### src/rtl/regfile_dump_pkg.sv
// regfile_dump_pkg: shared types and defaults for the register-file dump engine.
// Provides ADDR_W/DATA_W defaults, the register count and the FSM state enum.
package regfile_dump_pkg;

    localparam int NREGS      = 32;
    localparam int ADDR_W_DEF = $clog2(NREGS);
    localparam int DATA_W_DEF = 32;

    // CSUM keeps its encoding even when the checksum beat is compiled out.
    typedef enum logic [2:0] {
        IDLE  = 3'd0,
        FETCH = 3'd1,
        SEND  = 3'd2,
        CSUM  = 3'd3,
        DONE  = 3'd4
    } state_t;

endpackage

### src/rtl/regfile_dump_csum.sv
// regfile_dump_csum: XOR accumulator over the emitted register values.
// Ports: clk, resetn (sync, active low), clr (zero the sum), en (fold in din),
//        din (beat value), acc (current sum), acc_nxt (acc ^ din, combinational).
module regfile_dump_csum
    import regfile_dump_pkg::*;
#(
    parameter int DATA_W = DATA_W_DEF
) (
    input  logic              clk,
    input  logic              resetn,
    input  logic              clr,
    input  logic              en,
    input  logic [DATA_W-1:0] din,
    output logic [DATA_W-1:0] acc,
    output logic [DATA_W-1:0] acc_nxt
);

    assign acc_nxt = acc ^ din;

    always_ff @(posedge clk) begin
        if (!resetn) begin
            acc <= '0;
        end else if (clr) begin
            acc <= '0;
        end else if (en) begin
            acc <= acc_nxt;
        end
    end

endmodule

### src/rtl/regfile_dump.sv
// regfile_dump: streams a contiguous (optionally wrapping) register range
// out of a register-file read port as value/index beats on valid/ready.
// Ports: clk, resetn (sync, active low); start/first_addr/last_addr request;
//        rf_rs/rf_rv register-file read port; out_valid/out_ready/out_data/
//        out_addr/out_last beat stream; busy, done status.
// Build option: define REGFILE_DUMP_CSUM_EN to append an XOR checksum beat.
module regfile_dump
    import regfile_dump_pkg::*;
#(
    parameter int ADDR_W = ADDR_W_DEF,
    parameter int DATA_W = DATA_W_DEF
) (
    input  logic              clk,
    input  logic              resetn,
    input  logic              start,
    input  logic [ADDR_W-1:0] first_addr,
    input  logic [ADDR_W-1:0] last_addr,
    output logic [ADDR_W-1:0] rf_rs,
    input  logic [DATA_W-1:0] rf_rv,
    output logic              out_valid,
    input  logic              out_ready,
    output logic [DATA_W-1:0] out_data,
    output logic [ADDR_W-1:0] out_addr,
    output logic              out_last,
    output logic              busy,
    output logic              done
);

    state_t            state;
    state_t            state_nxt;
    logic [ADDR_W-1:0] ptr;
    logic [ADDR_W-1:0] end_addr;
    logic              hs;
    logic              at_end;

    assign hs     = out_valid & out_ready;
    assign at_end = (ptr == end_addr);

`ifdef REGFILE_DUMP_CSUM_EN
    logic [DATA_W-1:0] csum_acc;
    logic [DATA_W-1:0] csum_nxt;

    regfile_dump_csum #(
        .DATA_W (DATA_W)
    ) u_csum (
        .clk     (clk),
        .resetn  (resetn),
        .clr     ((state == IDLE) && start),
        .en      ((state == SEND) && hs),
        .din     (out_data),
        .acc     (csum_acc),
        .acc_nxt (csum_nxt)
    );

    localparam state_t AFTER_LAST = CSUM;
`else
    localparam state_t AFTER_LAST = DONE;
`endif

    always_comb begin
        state_nxt = state;
        unique case (state)
            IDLE:  if (start) state_nxt = FETCH;
            FETCH: state_nxt = SEND;
            SEND:  if (hs) state_nxt = at_end ? AFTER_LAST : FETCH;
            CSUM:  if (hs) state_nxt = DONE;
            DONE:  state_nxt = IDLE;
            default: state_nxt = IDLE;
        endcase
    end

    // Address is only driven while fetching; zero otherwise.
    assign rf_rs     = (state == FETCH) ? ptr : '0;
    assign out_valid = (state == SEND) || (state == CSUM);
    assign busy      = (state == FETCH) || (state == SEND) ||
                       (state == CSUM);
    assign done      = (state == DONE);

    always_ff @(posedge clk) begin
        if (!resetn) begin
            state    <= IDLE;
            ptr      <= '0;
            end_addr <= '0;
            out_data <= '0;
            out_addr <= '0;
            out_last <= 1'b0;
        end else begin
            state <= state_nxt;
            unique case (state)
                IDLE: begin
                    if (start) begin
                        ptr      <= first_addr;
                        end_addr <= last_addr;
                    end
                end
                FETCH: begin
                    out_data <= rf_rv;
                    out_addr <= ptr;
`ifdef REGFILE_DUMP_CSUM_EN
                    out_last <= 1'b0;
`else
                    out_last <= at_end;
`endif
                end
                SEND: begin
                    // Pointer wraps naturally at 2^ADDR_W.
                    if (hs && !at_end) begin
                        ptr <= ptr + 1'b1;
                    end
`ifdef REGFILE_DUMP_CSUM_EN
                    // Sum must include the beat handshaking right now.
                    if (hs && at_end) begin
                        out_data <= csum_nxt;
                        out_addr <= '0;
                        out_last <= 1'b1;
                    end
`endif
                end
                default: ;
            endcase
        end
    end

endmodule

### config.mk
export PLATFORM = sky130hd
export DESIGN_NAME = regfile_dump
export DESIGN_NICKNAME = d
export VERILOG_FILES = /design/src/rtl/regfile_dump_pkg.sv /design/src/rtl/regfile_dump_csum.sv /design/src/rtl/regfile_dump.sv
export SDC_FILE = /design/constraint.sdc
export NUM_CORES = 1
export LEC_CHECK = 0
export ABC_AREA = 1
export BUFFER_PORTS_ARGS = -buffer_cell sky130_fd_sc_hd__buf_4
export CAP_MARGIN = 20
export CORE_MARGIN = 4
export CORE_UTILIZATION = 47
export CTS_CLUSTER_SIZE = 12
export DETAILED_ROUTE_END_ITERATION = 7
export PLACE_DENSITY = 0.79
export SLEW_MARGIN = 15
export SYNTH_ARGS = -nofsm -noshare
export SYNTH_HDL_FRONTEND = slang
export SYNTH_SLANG_ARGS = --single-unit
### constraint.sdc
create_clock -name clk -period 1.49 [get_ports clk]
set_clock_uncertainty 0.05 [all_clocks]
set_input_delay 0 -clock clk [delete_from_list [all_inputs] [get_ports clk]]
set_output_delay 0 -clock clk [all_outputs]
set_load 0.05 [all_outputs]
* Word level (Yosys, flattened, before mapping) *
Cells that the tools add are included.

storage, ports and cells
  register bits after elaboration = 51
  input port bits = 46
  output and inout port bits = 46
  logic and storage cells = 36

operators by class
  add/subtract/negate cells = 1
  equality and inequality tests = 9
  muxes and demuxes = 9
  bitwise gates (word level) = 1
  reductions and logical operators = 10

operator list
  kind                   number
  $mux W5                3
  $mux W3                4
  $pmux W3 S4            1
  $pmux W5 S2            1
  $eq A3 B2 Y1 const B   2
  $ne A2 B2 Y1 const B   3
  $reduce_and A3 Y1      2
  $add A5 B1 Y5 const B  1
  $eq A5 B5 Y1           1
  $eq A3 B1 Y1 const B   1
  $eq A3 B3 Y1 const B   1
  $logic_not A3 Y1       1
  $logic_or A1 B1 Y1     3
  $ne A2 B1 Y1 const B   1
  $reduce_and A2 Y1      1
  $reduce_bool A2 Y1     1
  $and A1 B1 Y1          1
  $logic_and A1 B1 Y1    1
  $logic_not A1 Y1       1

* Longest topological paths before layout *
Gate-level depths: netlist (run 1).

  word-level depth = 6
  mapped depth = 10
  gate-level depth less buffers = 10

* Worst setup path before layout (run 1) *
Ideal clock, no wire load.

  kind = register to register
  start = reg state[0]
  end = reg out_addr[4]
  library setup time = 72 ps
  data arrival time = 1681 ps
  data required time = 1368 ps
  slack = -313 ps
  stages on the path, launching flop included = 7
  path buffers = 0
  cells stage by stage = dfxtp_1 -> nand2_1 -> nor2_2 -> inv_2 -> nor2_1 -> inv_1 -> a21oi_1

on the way
  longest elaborated chain between the ends = 1

RTL lines
  what                    RTL line            text
  from (decl)             regfile_dump.sv:29  state_t state;
  from (signal assigned)  regfile_dump.sv:88  state <= state_nxt;
  $eq A3 B1 Y1            regfile_dump.sv:89  unique case (state)
  to (signal assigned)    regfile_dump.sv:98  out_addr <= ptr;
  to (decl)               regfile_dump.sv:23  output logic [ADDR_W-1:0] out_addr,

Every way passes these cells.
A chain may end at the register's enable or synchronous reset.

* Final worst setup path (run 1) *
  start = reg state[2]
  end = reg ptr[0]

on the way
  longest elaborated chain between the ends = 6

RTL lines
  what                                    RTL line                                text
  $eq A3 B2 Y1, on equally long branches  regfile_dump.sv:74, regfile_dump.sv:89
  $logic_or A1 B1 Y1                      regfile_dump.sv:74                      assign out_valid = (state == SEND) || (state == CSUM);
  $and A1 B1 Y1                           regfile_dump.sv:36                      assign hs = out_valid & out_ready;
  $logic_and A1 B1 Y1                     regfile_dump.sv:107                     if (hs && !at_end) begin
  $ne A2 B1 Y1 (no line)                  --
  $reduce_and A3 Y1 (no line)             --
  to (signal assigned)                    regfile_dump.sv:92                      ptr <= first_addr;
  to (signal assigned)                    regfile_dump.sv:108                     ptr <= ptr + 1'b1;
  to (decl)                               regfile_dump.sv:31                      logic [ADDR_W-1:0] ptr;

Several ways; a longest one is shown, not always the timed one.

==> key figures, run 1 <==
Status
  • Status: finished with violations
  • Failing checks: negative setup slack

Power
  • Worst IR drop on VDD: 0.001155 V
  • Total power: 7356 uW
  • Leak pwr: 0.001807 uW
  • Power density cells: 1930 nW/um2

GRT
  • Largest net degree at the start of global routing: 35
  • Overflow left after global routing: 0
  • Number of global-route vias before repair: 2521
  • First-pass GRT wire length: 11880 um
  • Antenna violations before repair: 0
  • GRT Total Usage: 0.2807

Synth
  • Post-synth top area share: 0.4806
  • Netlist cell types: 25
  • Syn. warnings: 0
  • Synthesized flop and latch total: 51
  • Synth Flop Type: dfxtp_1
  • Ys async rst share: 0
  • Area contributors post-synth: dfxtp_1 48%, nor2_1 14%, o21ai_0 9.4%
  • Sequential share of the synthesized area: 0.4806
  • Number of synthesized flops with an enable pin: 0
  • Largest area contributor in the netlist: dfxtp_1
  • Synthesized area per cell: 7.301 um2
  • Post-synthesis net count: 338
  • Most frequent cells after synthesis: 78 x nor2_1, 51 x dfxtp_1, 42 x nand2_1
  • Count leader, synth: nor2_1
  • Synth Cell Area: 2125 um2
  • Syn Inst Count: 291

Clock tree
  • Clk root buf: clkbuf_8
  • Clock sink count: 51
  • CTS Buf Count: 5
  • Clk pin slew, worst setup/hold paths: 0.09 ns
  • Clock Path Buffers: 2
  • Clock latency on the worst-skew pair: 0.30 ns
  • TritonCTS clock tree: built
  • H-tree depth: 2

Routing
  • Post-DRT Antenna Nets: 0
  • Vias/cell: 5.353
  • DRT iter0 DRCs: 248
  • DR WL/cell: 16.65 um
  • Drc violations: 0
  • Detailed Route WL: 8307 um
  • Drt pass-1 iters: 6
  • Via count: 2671

STA
  • Final min period: 1.536 ns
  • Fin crit share: 1.031
  • Worst-Margin Slew: 0.3437 ns
  • RSZ-0062 raised after global routing: yes
  • Fmax: 0.6509 GHz
  • Worst hold slack: 0.09598 ns
  • Max-slew violations: 0
  • Final Setup Violations: 5
  • Final worst setup slack: -0.04636 ns
  • Final Hold Fails: 0
  • Slew margin rel.: 0.7695

Final layout
  • Final core occ: 0.8753
  • Antenna diodes: 0
  • Final net count: 493
  • Share of cells above drive strength 1: 0.3602
  • Area Growth Syn to Fin: 79.39%

Critical path
  • Kind of critical path: reg2reg
  • Setup crit end kind: register
  • Crit path max fanout: 5
  • Crit start category: register
  • Crit path launch: state[2]
  • Crit path required time: 1.67 ns
  • RR Startpoint: state[2]
  • Worst EP arrival: 1.71 ns

Floorplanning
  • # rows: 24
  • Core Area: 4354 um2
  • Initial Util: 0.4879
  • Top Ports: 92
  • Chip width: 75.24 um
  • Die area: 5660 um2
  • Die Y: 75.24 um

Worst hold path
  • Hold Startpoint: first_addr[3]
  • Hold Path Class: in2reg

Job
  • Max-Cap Viols: 0

Place
  • HPWL after DPL: 3959 um
  • Port Buf Inserts: 91
  • Gpl congestion: 0.7863
[logic make-up after synthesis]
kind of cell	Yosys count	synth area share
xor+xnor	2	0.008247
buf+inv	35	0.06713
flops	51	0.4806
fa+ha+maj	1	0.005888
compound gates	57	0.1343
simple gates	145	0.3039
[metrics by stage]
stage               setup TNS, ns  setup slack, ns  instance area, um2  cells
floorplan                 -0.5533         -0.09262                2137    291
global placement                0          0.06737                2947    434
detailed placement              0         0.007776                2947    434
CTS                             0         0.001841                3645    491
global route              -0.7328          -0.1219                3811    499
finish                    -0.1437         -0.04636                3811    499
[power by group]
group | switching (uW) | internal [uW] | leakage (uW)
logic | 2710 | 1550 | 0.00132
clock network | 451 | 544 | 0.0000612
registers | 314 | 1780 | 0.000423
[worst max-delay path, stage by stage, from the launching register on]
cell	delay (ns)
dfxtp_4	0.37
buf_12	0.12
nor3_4	0.26
buf_4	0.20
nand4_4	0.13
nand3b_1	0.12
nand2_1	0.07
nor2_1	0.13
[registers in the layout, indices dropped and copies added, names as in the netlist]
register / count
state: 3
out_last: 1
out_addr: 5
out_data: 32
end_addr: 5
ptr: 5
[routing by layer]
| layer | GRT usage | wire length (um) | vias to the layer above |
|---|---|---|---|
| met5 | 0 | 0 | - |
| met4 | 0.1476 | 395 | 0 |
| met3 | 0.09212 | 759 | 38 |
| met2 | 0.4652 | 4176 | 143 |
| met1 | 0.3213 | 2976 | 1250 |
| li1 | - | - | 1240 |
[layout by cell type, fill, tap and decap left out, drive strengths merged, types with 6 or more instances in the layout]
cell and count:
clkbuf 6, o21ai 40, inv 22, a21oi 17, nand3 6, dfxtp 51, buf 115, dlygate4sd3 41
nand2 45, nor2 84
[repair_timing]
| item | CTS | global route |
|---|---|---|
| gates cloned | 2 | 2 |
| setup endpoints to repair | 10 | 12 |
| pin swaps | 3 | 11 |
| hold endpoints to repair | 40 | 0 |
| resized for setup | 15 | 28 |
| buffers inserted | 6 | 6 |
| hold buffers | 41 | 0 |
[area by class of cell]
cell class / instances / area (um2)
Sequential cell: 51 / 1036
Fill cell: 213 / 543.0
Tap cell: 52 / 65.06
Clock buffer: 6 / 82.58
Clock inverter: 2 / 35.03
Inverter: 23 / 93.84
Timing Repair Buffer: 158 / 1406
Multi-Input combinational cell: 207 / 1092
[final timing paths]
kind | end | slack [ns] | cells past startpoint
max | ptr[0] | -0.05 | 7
min | ptr[3] | 0.1 | 6
max reg2reg | ptr[0] | -0.05 | 7
min reg2reg | out_addr[2] | 0.42 | 2
Power figures use the tool's default switching activity.
==> run 2, diff against run 1 <==
--- a/config.mk
+++ b/config.mk
@@ -8,11 +8,14 @@
 export ABC_AREA = 1
 export BUFFER_PORTS_ARGS = -buffer_cell sky130_fd_sc_hd__buf_4
 export CAP_MARGIN = 20
+export CELL_PAD_IN_SITES_DETAIL_PLACEMENT = 1
+export CELL_PAD_IN_SITES_GLOBAL_PLACEMENT = 2
 export CORE_MARGIN = 4
-export CORE_UTILIZATION = 47
+export CORE_UTILIZATION = 24
 export CTS_CLUSTER_SIZE = 12
 export DETAILED_ROUTE_END_ITERATION = 7
-export PLACE_DENSITY = 0.79
+export PLACE_DENSITY_LB_ADDON = 0.1
+export SKIP_CTS_REPAIR_TIMING = 1
 export SLEW_MARGIN = 15
 export SYNTH_ARGS = -nofsm -noshare
 export SYNTH_HDL_FRONTEND = slang
==> key figures, run 2 (same netlist as run 1, synthesis figures left out) <==
Routing
  • Drc violations: 0 (unchanged)
  • DRT iter0 DRCs: 41 (was 248)
  • Vias/cell: 4.399 (was 5.353)
  • Drt pass-1 iters: 4 (was 6)
  • Via count: 2490 (was 2671)
  • Detailed Route WL: 8085 um (was 8307 um)
  • DR WL/cell: 14.28 um (was 16.65 um)
  • Post-DRT Antenna Nets: 0 (unchanged)

Critical path
  • Crit path max fanout: 5 (unchanged)
  • Setup crit end kind: primary output (was register)
  • Worst EP arrival: 1.46 ns (was 1.71 ns)
  • Kind of critical path: reg2out (was reg2reg)
  • Crit path required time: 1.44 ns (was 1.67 ns)
  • Crit start category: register (unchanged)

Final layout
  • Antenna diodes: 0 (unchanged)
  • Final cell count without fillers: 566 (was 499)
  • Largest register FFs: 32 (unchanged)
  • Area Growth Syn to Fin: 84.75% (was 79.39%)
  • Most frequent cells in the layout: 118 x buf_4, 73 x nor2_1, 45 x dfxtp_1 (was 106 x buf_4, 73 x nor2_1, 45 x dfxtp_1)
  • Most common cell after layout, fill and taps aside: buf_4 (unchanged)
  • Layout fillers: 1073 (was 213)
  • Final net count: 505 (was 493)
  • Largest reg by FF count: out_data (unchanged)
  • Share of cells above drive strength 1: 0.3712 (was 0.3602)

STA
  • Final worst setup slack: -0.01928 ns (was -0.04636 ns)
  • Max-slew violations: 0 (unchanged)
  • Worst-Margin Slew: 0.4867 ns (was 0.3437 ns)
  • Slew margin rel.: 0.6732 (was 0.7695)
  • Final Hold Fails: 1 (was 0)
  • RSZ-0062 raised after global routing: yes (unchanged)
  • Fmax: 0.6626 GHz (was 0.6509 GHz)
  • Worst hold slack: -0.03025 ns (was 0.09598 ns)
  • Final Setup Violations: 2 (was 5)
  • Final min period: 1.509 ns (was 1.536 ns)
  • Fin crit share: 1.013 (was 1.031)

Clock tree
  • TritonCTS clock tree: built (unchanged)
  • H-tree depth: 2 (unchanged)
  • Clk pin slew, worst setup/hold paths: 0.10 ns (was 0.09 ns)
  • Clock latency on the worst-skew pair: 0.30 ns (about the same)
  • Clock sink count: 51 (unchanged)
  • CTS Buf Count: 5 (unchanged)
  • Clk root buf: clkbuf_8 (unchanged)
  • Clock Path Buffers: 2 (unchanged)

Floorplanning
  • # rows: 34 (was 24)
  • Die Y: 102.1 um (was 75.24 um)
  • Initial Util: 0.2448 (was 0.4879)
  • Top Ports: 92 (unchanged)
  • Core Area: 8678 um2 (was 4354 um2)
  • Die area: 10420 um2 (was 5660 um2)
  • Chip width: 102.1 um (was 75.24 um)

Power
  • Worst IR drop on VDD: 0.0006633 V (was 0.001155 V)
  • Leak pwr: 0.001843 uW (was 0.001807 uW)
  • Power density cells: 1871 nW/um2 (was 1930 nW/um2)

Job
  • Max-Cap Viols: 0 (unchanged)

GRT
  • Largest net degree at the start of global routing: 43 (was 35)
  • First-pass GRT wire length: 11260 um (was 11880 um)
  • GRT Total Usage: 0.1364 (was 0.2807)
  • Overflow left after global routing: 0 (unchanged)
  • Antenna violations before repair: 0 (unchanged)
  • Number of global-route vias before repair: 2309 (was 2521)

Status
  • Failing checks: negative hold slack, negative setup slack (was negative setup slack)
  • Status: finished with violations (unchanged)

Place
  • HPWL after DPL: 5070 um (was 3959 um)
  • Port Buf Inserts: 91 (unchanged)
  • Gpl congestion: 0.7409 (was 0.7863)
  • Worst setup slack after placement: -0.007288 ns (was 0.007776 ns)
  • Placed Cells: 500 (was 434)

Worst hold path
  • Hold Path Class: in2reg (unchanged)
## run 2: cell types whose count changed in the layout (fill, tap and decap cells not counted), sizes merged
| cell | previous run | this run |
|---|---|---|
| clkinv | 2 | 1 |
| bufbuf | 2 | 0 |
| buf | 115 | 128 |
| dlygate4sd3 | 41 | 39 |
| clkbuf | 6 | 9 |
## run 2: worst paths after layout
| kind | depth (start not counted) | endpoint | slack, ns | from |
|---|---|---|---|---|
| min reg2reg | 2 | out_addr[3] | 0.42 | out_addr[3] |
| max | 7 | rf_rs[1] | -0.02 | state[0] |
| min | 3 | end_addr[1] | -0.03 | last_addr[1] |
| max reg2reg | 9 | ptr[2] | 0.01 | state[0] |
## run 2: layout make-up
type | count | area (um2) | share of cell area
timing repair buffer | 170 | 1488 | 0.3790
multi-input combinational | 207 | 1070 | 0.2726
sequential | 51 | 1033 | 0.2633
tap | 108 | 135.1 | 0.03443
inverter | 23 | 96.34 | 0.02455
clock buffer | 6 | 72.57 | 0.01849
clock inverter | 1 | 30.03 | 0.007651
## run 2: where the power goes
part	switching (uW)	internal [uW]
clock	465	493
combinational	2710	1660
sequential	242	1770
total	3420	3930
## run 2: metal layers
| metal | up-vias | part of all wire | GRT usage | wire length (um) |
|---|---|---|---|---|
| met5 | - | 0 | 0 | 0 |
| li1 | 1260 | - | - | - |
| met2 | 51 | 0.51 | 0.2384 | 4128 |
| met3 | 4 | 0.051 | 0.04642 | 415 |
| met4 | 0 | 0.0062 | 0.03633 | 50 |
| met1 | 1175 | 0.43 | 0.1595 | 3490 |
## run 2: worst max-delay path: stages, from the launching register on
cell     delay, ns
dfxtp_4       0.37
buf_6         0.10
nand2_4       0.05
nor2_4        0.15
inv_4         0.06
buf_12        0.14
nor2_4        0.12
buf_8         0.15
## run 2: metrics by stage
step / power, uW / utilization / cell area, um2 / setup TNS [ns]
after floorplan: 4331 / - / 2137 / -0.5533
after global placement: 5626 / 0.3548 / 3079 / 0
after detailed placement: 5662 / 0.3548 / 3079 / -0.01027
after CTS: 6665 / 0.3666 / 3182 / -1.797
after global routing: 7837 / 0.4523 / 3925 / -0.6344
final: 7344 / 0.4523 / 3925 / -0.03491
